==> src/rtl/dmem_resp_pkg.sv <==
`default_nettype none
// ============================================================================
// Package  : dmem_resp_pkg
// Summary  : Shared types and constants for the data-memory responder:
//            FSM state encoding, wait-counter width and word/byte geometry.
// Revision : 1.0 - initial release
// ============================================================================
package dmem_resp_pkg;

    localparam int LATENCY_MAX    = 15;
    localparam int CNT_W          = 4;
    localparam int WORD_W         = 32;
    localparam int BYTE_W         = 8;
    localparam int BYTES_PER_WORD = WORD_W / BYTE_W;

    typedef enum logic [1:0] {
        IDLE = 2'd0,
        WAIT = 2'd1,
        RESP = 2'd2
    } state_t;

endpackage
`default_nettype wire

==> src/rtl/mem_resp_array.sv <==
`default_nettype none
// ============================================================================
// Module   : mem_resp_array
// Summary  : DEPTH x 32-bit word store with a synchronous byte-enable write
//            port and a registered read port. The read register can be forced
//            to zero so an erroring load returns a clean value. Storage
//            contents are not reset; only the read register is.
// Revision : 1.0 - initial release
// ============================================================================
module mem_resp_array
    import dmem_resp_pkg::*;
#(
    parameter int DEPTH = 128,
    parameter int IDX_W = $clog2(DEPTH)
) (
    input  logic                      clk,
    input  logic                      rst,
    input  logic                      wr_en,
    input  logic [IDX_W-1:0]          wr_idx,
    input  logic [WORD_W-1:0]         wr_data,
    input  logic [BYTES_PER_WORD-1:0] wr_be,
    input  logic                      rd_en,
    input  logic                      rd_zero,
    input  logic [IDX_W-1:0]          rd_idx,
    output logic [WORD_W-1:0]         rd_data
);

    logic [WORD_W-1:0] mem [DEPTH];

    // Byte-lane write: only lanes with their enable set are updated
    always_ff @(posedge clk) begin
        if (wr_en) begin
            for (int b = 0; b < BYTES_PER_WORD; b++) begin
                if (wr_be[b]) begin
                    mem[wr_idx][b*BYTE_W +: BYTE_W] <= wr_data[b*BYTE_W +: BYTE_W];
                end
            end
        end
    end

    // Registered read port; holds its value between reads
    always_ff @(posedge clk or posedge rst) begin
        if (rst) begin
            rd_data <= '0;
        end else if (rd_en) begin
            rd_data <= rd_zero ? '0 : mem[rd_idx];
        end
    end

endmodule
`default_nettype wire

==> src/rtl/data_mem_responder.sv <==
`default_nettype none
// ============================================================================
// Module   : data_mem_responder
// Summary  : CPU data-memory responder. Accepts one load/store per handshake,
//            holds it for LATENCY wait states, then commits the write or
//            returns read data together with a one-cycle ack.
// Config   : DMEM_RESP_ERR_EN - when defined, misaligned or out-of-range
//            addresses complete with err_o=1, never modify the array and
//            return zero on loads. When undefined, err_o is 0, the low two
//            address bits are ignored and the word index wraps modulo DEPTH.
// Revision : 1.0 - initial release
// ============================================================================
module data_mem_responder
    import dmem_resp_pkg::*;
#(
    parameter int DEPTH   = 128,
    parameter int LATENCY = 2
) (
    input  logic        clk_i,
    input  logic        rst_i,
    input  logic        req_i,
    input  logic        we_i,
    input  logic [31:0] addr_i,
    input  logic [31:0] wdata_i,
    input  logic [3:0]  be_i,
    output logic        ready_o,
    output logic        ack_o,
    output logic [31:0] rdata_o,
    output logic        err_o
);

    localparam int               IDX_W    = $clog2(DEPTH);
    localparam logic [CNT_W-1:0] LAT_INIT = CNT_W'(LATENCY);

    state_t                      state;
    state_t                      state_nxt;
    logic [CNT_W-1:0]            cnt;
    logic                        accept;
    logic                        commit;

    logic                        lat_we;
    logic [WORD_W-1:0]           lat_addr;
    logic [WORD_W-1:0]           lat_wdata;
    logic [BYTES_PER_WORD-1:0]   lat_be;

    logic                        cmd_we;
    logic [WORD_W-1:0]           cmd_addr;
    logic [WORD_W-1:0]           cmd_wdata;
    logic [BYTES_PER_WORD-1:0]   cmd_be;
    logic                        cmd_err;
    logic [IDX_W-1:0]            cmd_idx;

    logic                        ready_q;
    logic                        ack_q;
    logic                        err_q;

    // State register
    always_ff @(posedge clk_i or posedge rst_i) begin
        if (rst_i) begin
            state <= IDLE;
        end else begin
            state <= state_nxt;
        end
    end

    // Next-state logic; commit marks the edge that enters RESP
    always_comb begin
        state_nxt = state;
        accept    = 1'b0;
        commit    = 1'b0;
        case (state)
            IDLE: begin
                if (req_i) begin
                    accept = 1'b1;
                    if (LATENCY == 0) begin
                        state_nxt = RESP;
                        commit    = 1'b1;
                    end else begin
                        state_nxt = WAIT;
                    end
                end
            end
            WAIT: begin
                if (cnt == CNT_W'(1)) begin
                    state_nxt = RESP;
                    commit    = 1'b1;
                end
            end
            RESP: begin
                state_nxt = IDLE;
            end
            default: begin
                state_nxt = IDLE;
            end
        endcase
    end

    // With zero wait states the commit happens on the accept edge itself,
    // so the live inputs are used; otherwise the latched request is used
    always_comb begin
        if (state == IDLE) begin
            cmd_we    = we_i;
            cmd_addr  = addr_i;
            cmd_wdata = wdata_i;
            cmd_be    = be_i;
        end else begin
            cmd_we    = lat_we;
            cmd_addr  = lat_addr;
            cmd_wdata = lat_wdata;
            cmd_be    = lat_be;
        end
    end

    assign cmd_idx = cmd_addr[IDX_W+1:2];

`ifdef DMEM_RESP_ERR_EN
    assign cmd_err = (cmd_addr[1:0] != 2'b00) || (cmd_addr[WORD_W-1:IDX_W+2] != '0);
`else
    // Address bits outside the word index are intentionally ignored
    logic unused_addr_bits;
    assign unused_addr_bits = ^{cmd_addr[WORD_W-1:IDX_W+2], cmd_addr[1:0]};
    assign cmd_err          = 1'b0;
`endif

    // Request latch and wait-state counter
    always_ff @(posedge clk_i or posedge rst_i) begin
        if (rst_i) begin
            cnt       <= '0;
            lat_we    <= 1'b0;
            lat_addr  <= '0;
            lat_wdata <= '0;
            lat_be    <= '0;
        end else if (accept) begin
            cnt       <= LAT_INIT;
            lat_we    <= we_i;
            lat_addr  <= addr_i;
            lat_wdata <= wdata_i;
            lat_be    <= be_i;
        end else if (state == WAIT) begin
            cnt <= cnt - CNT_W'(1);
        end
    end

    // Registered handshake outputs and error flag
    always_ff @(posedge clk_i or posedge rst_i) begin
        if (rst_i) begin
            ready_q <= 1'b1;
            ack_q   <= 1'b0;
            err_q   <= 1'b0;
        end else begin
            ready_q <= (state_nxt == IDLE);
            ack_q   <= (state_nxt == RESP);
            if (commit) begin
                err_q <= cmd_err;
            end else if (state == RESP) begin
                err_q <= 1'b0;
            end
        end
    end

    mem_resp_array #(
        .DEPTH (DEPTH),
        .IDX_W (IDX_W)
    ) u_array (
        .clk     (clk_i),
        .rst     (rst_i),
        .wr_en   (commit & cmd_we & ~cmd_err),
        .wr_idx  (cmd_idx),
        .wr_data (cmd_wdata),
        .wr_be   (cmd_be),
        .rd_en   (commit & ~cmd_we),
        .rd_zero (cmd_err),
        .rd_idx  (cmd_idx),
        .rd_data (rdata_o)
    );

    assign ready_o = ready_q;
    assign ack_o   = ack_q;
    assign err_o   = err_q;

endmodule
`default_nettype wire

==> config.mk <==
export PLATFORM = sky130hd
export DESIGN_NAME = data_mem_responder
export DESIGN_NICKNAME = d
export VERILOG_FILES = /design/src/rtl/dmem_resp_pkg.sv /design/src/rtl/mem_resp_array.sv /design/src/rtl/data_mem_responder.sv
export SDC_FILE = /design/constraint.sdc
export NUM_CORES = 2
export LEC_CHECK = 0
export BUFFER_PORTS_ARGS = -buffer_cell sky130_fd_sc_hd__buf_2
export CORE_ASPECT_RATIO = 1.5
export CORE_MARGIN = 5
export CORE_UTILIZATION = 47
export CTS_CLUSTER_SIZE = 14
export DETAILED_ROUTE_END_ITERATION = 12
export PLACE_DENSITY_LB_ADDON = 0.15
export SLEW_MARGIN = 20
export SYNTH_ARGS = -nofsm -noshare
export SYNTH_HDL_FRONTEND = slang
export SYNTH_SLANG_ARGS = --single-unit
export TNS_END_PERCENT = 10
==> constraint.sdc <==
create_clock -name clk_i -period 4 [get_ports clk_i]
set_input_delay 0.2 -clock clk_i [delete_from_list [all_inputs] [get_ports clk_i]]
set_output_delay 0.2 -clock clk_i [all_outputs]
set_load 0.01 [all_outputs]
==> results by group <==
Status
  – Status: complete, but fails checks
  – Violated checks: negative setup slack

Timing
  – Tcrit/Tclk final: 1.00
  – Setup Skew: 0.0404 ns
  – Worst setup margin: -0.00374 ns
  – Worst Max-Slew Pin Slew: 1.17 ns
  – Fin. Hold Viols: 0
  – Tmin final: 4.00 ns
  – RSZ-0062 raised after global routing: no
  – Final slew viol count: 0
  – Worst slew margin: 0.216
  – Setup-failing EPs final: 1
  – Peak Freq: 0.250 GHz

Yosys
  – Post-synth EDFFs: 4096
  – Syn avg cell area: 16.4 sq um
  – Yosys warnings: 0
  – Post-synth top area share: 0.772
  – Mapped Area: 159000 sq um
  – Largest area contributor in the netlist: edfxtp_1
  – Area share of and/or/nand/nor cells after synthesis: 0.0507
  – Async SR Flop Fraction: 0.0201
  – Complex-gate fraction of the synthesized area: 0.119
  – Main combinational cell family by area after synthesis: compound AO/OA/AOI/OAI gates
  – Library cells used by synthesis: 87
  – #FFs+latches synth: 4180
  – Synth top area cells: edfxtp_1 (77%), a22oi_1 (4.5%), nand2_1 (1.8%), o21ai_0 (1.5%), mux2i_1 (1.5%)
  – XOR/XNOR Fraction of Synth Area: 0.0000550
  – Post-Synthesis Net Count: 9806
  – Sequential cell area fraction in the yosys report: 0.785
  – Adder-cell area share of the yosys netlist: 0.000157
  – Most used DFF post-synth: edfxtp_1
  – Synth Instances: 9732
  – Multiplexer share of the synthesized area: 0.0235

Floorplan
  – Horiz. Die Dim: 485 um
  – Core footprint: 339000 sq um
  – Std cell rows: 262
  – Die H: 723 um
  – Total die area: 351000 sq um
  – Io pins: 107
  – Initial Util: 0.471

CTS
  – Clk_lat worst skew: 0.94 ns
  – Postcts setup bufs: 0
  – # clock sinks: 4180
  – CTS tree: yes
  – Htree depth: 5
  – Clock slew at reported path FFs: 0.07 ns
  – Number of CTS-inserted buffers: 386
  – Clock tree buffer depth: 4
  – Clk root buf: clkbuf_16

Global route
  – Total GRT Usage: 0.312
  – GRT overflow: 0
  – Number of global-route vias before repair: 98700
  – First-pass GRT wire length: 776000 um
  – Antenna violations before repair: 52
  – Largest net degree at the start of global routing: 129

Final layout
  – Non-Filler Instances: 15500
  – Final Cell Area: 186000 sq um
  – Filler instances: 26700
  – Synth-to-layout area growth: 16.7%
  – Area of the multi-input gates: 31600 sq um
  – Share of layout cells above drive strength 1: 0.176
  – Nets@finish: 10700
  – Sequential cell area: 125000 sq um

Drt
  – Metal3 WL: 57200 um
  – Drt first-iter violations: 14600
  – Vias per Instance: 6.54
  – Post-DRT Antenna Nets: 0
  – First-pass detailed-route iteration total: 11
  – DRT Wirelength: 562000 um
  – Routed vias: 101000
  – DR WL met2: 269000 um
  – Wl on met1: 200000 um
  – Routed wire per std cell: 36.3 um
  – Top sig layer: met5
  – DRC Markers: 0

Pwr
  – Leakage: 59.5 nW
  – PD cells: 756 nW/um^2
  – Total Power: 141 mW
  – VDD IR-drop max: 641 uV

Setup path
  – CP max-delay cell: o21ai_4
  – CP peak stage delay: 0.83 ns
  – CP endpoint kind: register
  – Setup CP Type: register to register
  – CP cell instances: buf_4 -> nor2_4 -> buf_12 -> o21ai_4 -> nand2_2 -> buf_4 -> nor2_1 -> buf_4
  – CP max FO: 36
  – Setup crit start kind: register
  – CP dominant cell by count: buf_4
  – WP data arrival: 4.64 ns
  – CP required: 4.64 ns

Min path
  – Worst Hold Class: input pin to register

Placement
  – Worst slack, placed: 0.000740 ns
  – Placer Congestion: 0.887
  – Placed cell count: 14700
  – Placed cell areas: 173000 sq um
  – Port bufs: 80
  – Final HPWL DP: 351000 um

Flow run
  – Max-Cap Viols: 0
## report_power, final
group	leakage [nW]	internal (mW)	switching, mW
registers	38.1	56.7	0.618
logic	15.5	12.8	34.4
clock network	5.85	20.0	16.1
total	59.5	89.5	51.1
## metrics by stage
stage           TNS, ns  utilization  hold slack [ns]
2_1_floorplan         0            -            0.305
3_3_place_gp          0        0.511            0.415
3_5_place_dp          0        0.511            0.411
4_1_cts               0        0.549           0.0229
5_1_grt               0        0.549           0.0840
6_report       -0.00374        0.549           0.0452
## registers in the layout, summed over array words and instances, names as in the netlist
name / flops
state: 2
lat_be: 4
cnt: 4
u_array.rd_data: 32
u_array.mem: 4096
lat_we: 1
ack_o: 1
lat_addr: 7
ready_o: 1
lat_wdata: 32
## metal layers
| layer | global-route usage | vias up |
|---|---|---|
| met4 | 0.170 | 22 |
| met2 | 0.511 | 6399 |
| met3 | 0.0591 | 1345 |
| met5 | 0 | - |
| li1 | - | 41200 |
| met1 | 0.396 | 52200 |
## worst max-delay path: cells and delay by family (launching register included)
family | cells | cell delay, ns
and+or+nand+nor | 3 | 1.29
buffers and inverters | 4 | 1.16
AOI/OAI and AO/OA | 1 | 0.83
DFF | 1 | 0.37
## path summary, 6_finish.rpt
kind	end	cells after the start	slack (ns)	from
worst max-delay path	u_array.mem[63][25]	8	-0.004	state[0]
worst min-delay path	lat_wdata[7]	4	0.05	wdata_i[7]
worst max register to register	u_array.mem[63][25]	8	-0.004	state[0]
worst min register to register	lat_wdata[18]	2	0.48	lat_wdata[18]
max in group asynchronous	u_array.rd_data[1]	5	2.72	rst_i
min in group asynchronous	u_array.rd_data[9]	5	0.56	rst_i
## Yosys cell counts (91+ instances only)
library cell  count
a21oi_1         113
a222oi_1        124
nor2_1          558
a221oi_1         91
buf_2           290
a22oi_1         956
nand3_1         265
mux2_2           95
mux2i_1         232
a31oi_1         193
a41oi_1         119
edfxtp_1       4096
clkbuf_1        277
nand2_1         753
o21ai_0         479
o22ai_1         101
## repair_timing
item / CTS / global route
gates resized for setup: 1 / 0
hold buffers: 86 / 0
endpoints found under the hold margin: 204 / 0
setup endpoints to repair: 1 / 0
## placed cells by master (no fill, tap or decap), types with 29 or more instances in the layout
cell type         n
a21oi_1         113
a221oi_1         90
a222oi_1        124
a22o_1           70
a22oi_1         956
a31oi_1         193
a32o_1           42
a41oi_1         119
and3_1           82
and3b_1          35
buf_12          169
buf_2            80
buf_4           921
bufinv_16        29
clkbuf_1         92
clkbuf_16       393
clkinv_1         73
clkinv_2         59
dfrtp_1          81
dlygate4sd3_1    86
edfxtp_1       4096
mux2_2           95
mux2i_1         229
nand2_1         707
nand2_4          32
nand3_1         265
nand4_1          41
nor2_1          540
nor3_1           34
o21a_1           67
o21ai_0         477
o22ai_1         101
o41ai_1          46
## area by class of cell
cell class,count,share of cell area
repair buffers,1256,0.0622
clock buffers,494,0.0554
flip-flops and latches,4180,0.673
well taps,4488,0.0302
multi-input cells,4831,0.170
diodes,27,0.000363
clock inverters,180,0.00884
inverters,8,0.000188
## kinds of logic after synthesis
| group | count (synthesis) |
|---|---|
| xor gates and xnor gates | 1 |
| buffers and inverters | 721 |
| DFF | 4180 |
| other | 1 |
| muxes | 357 |
| adders and majority gates | 2 |
| and+or+nand+nor | 1850 |
| AOI/OAI and AO/OA | 2620 |
Note: power is estimated with default switching activity, not from simulation.
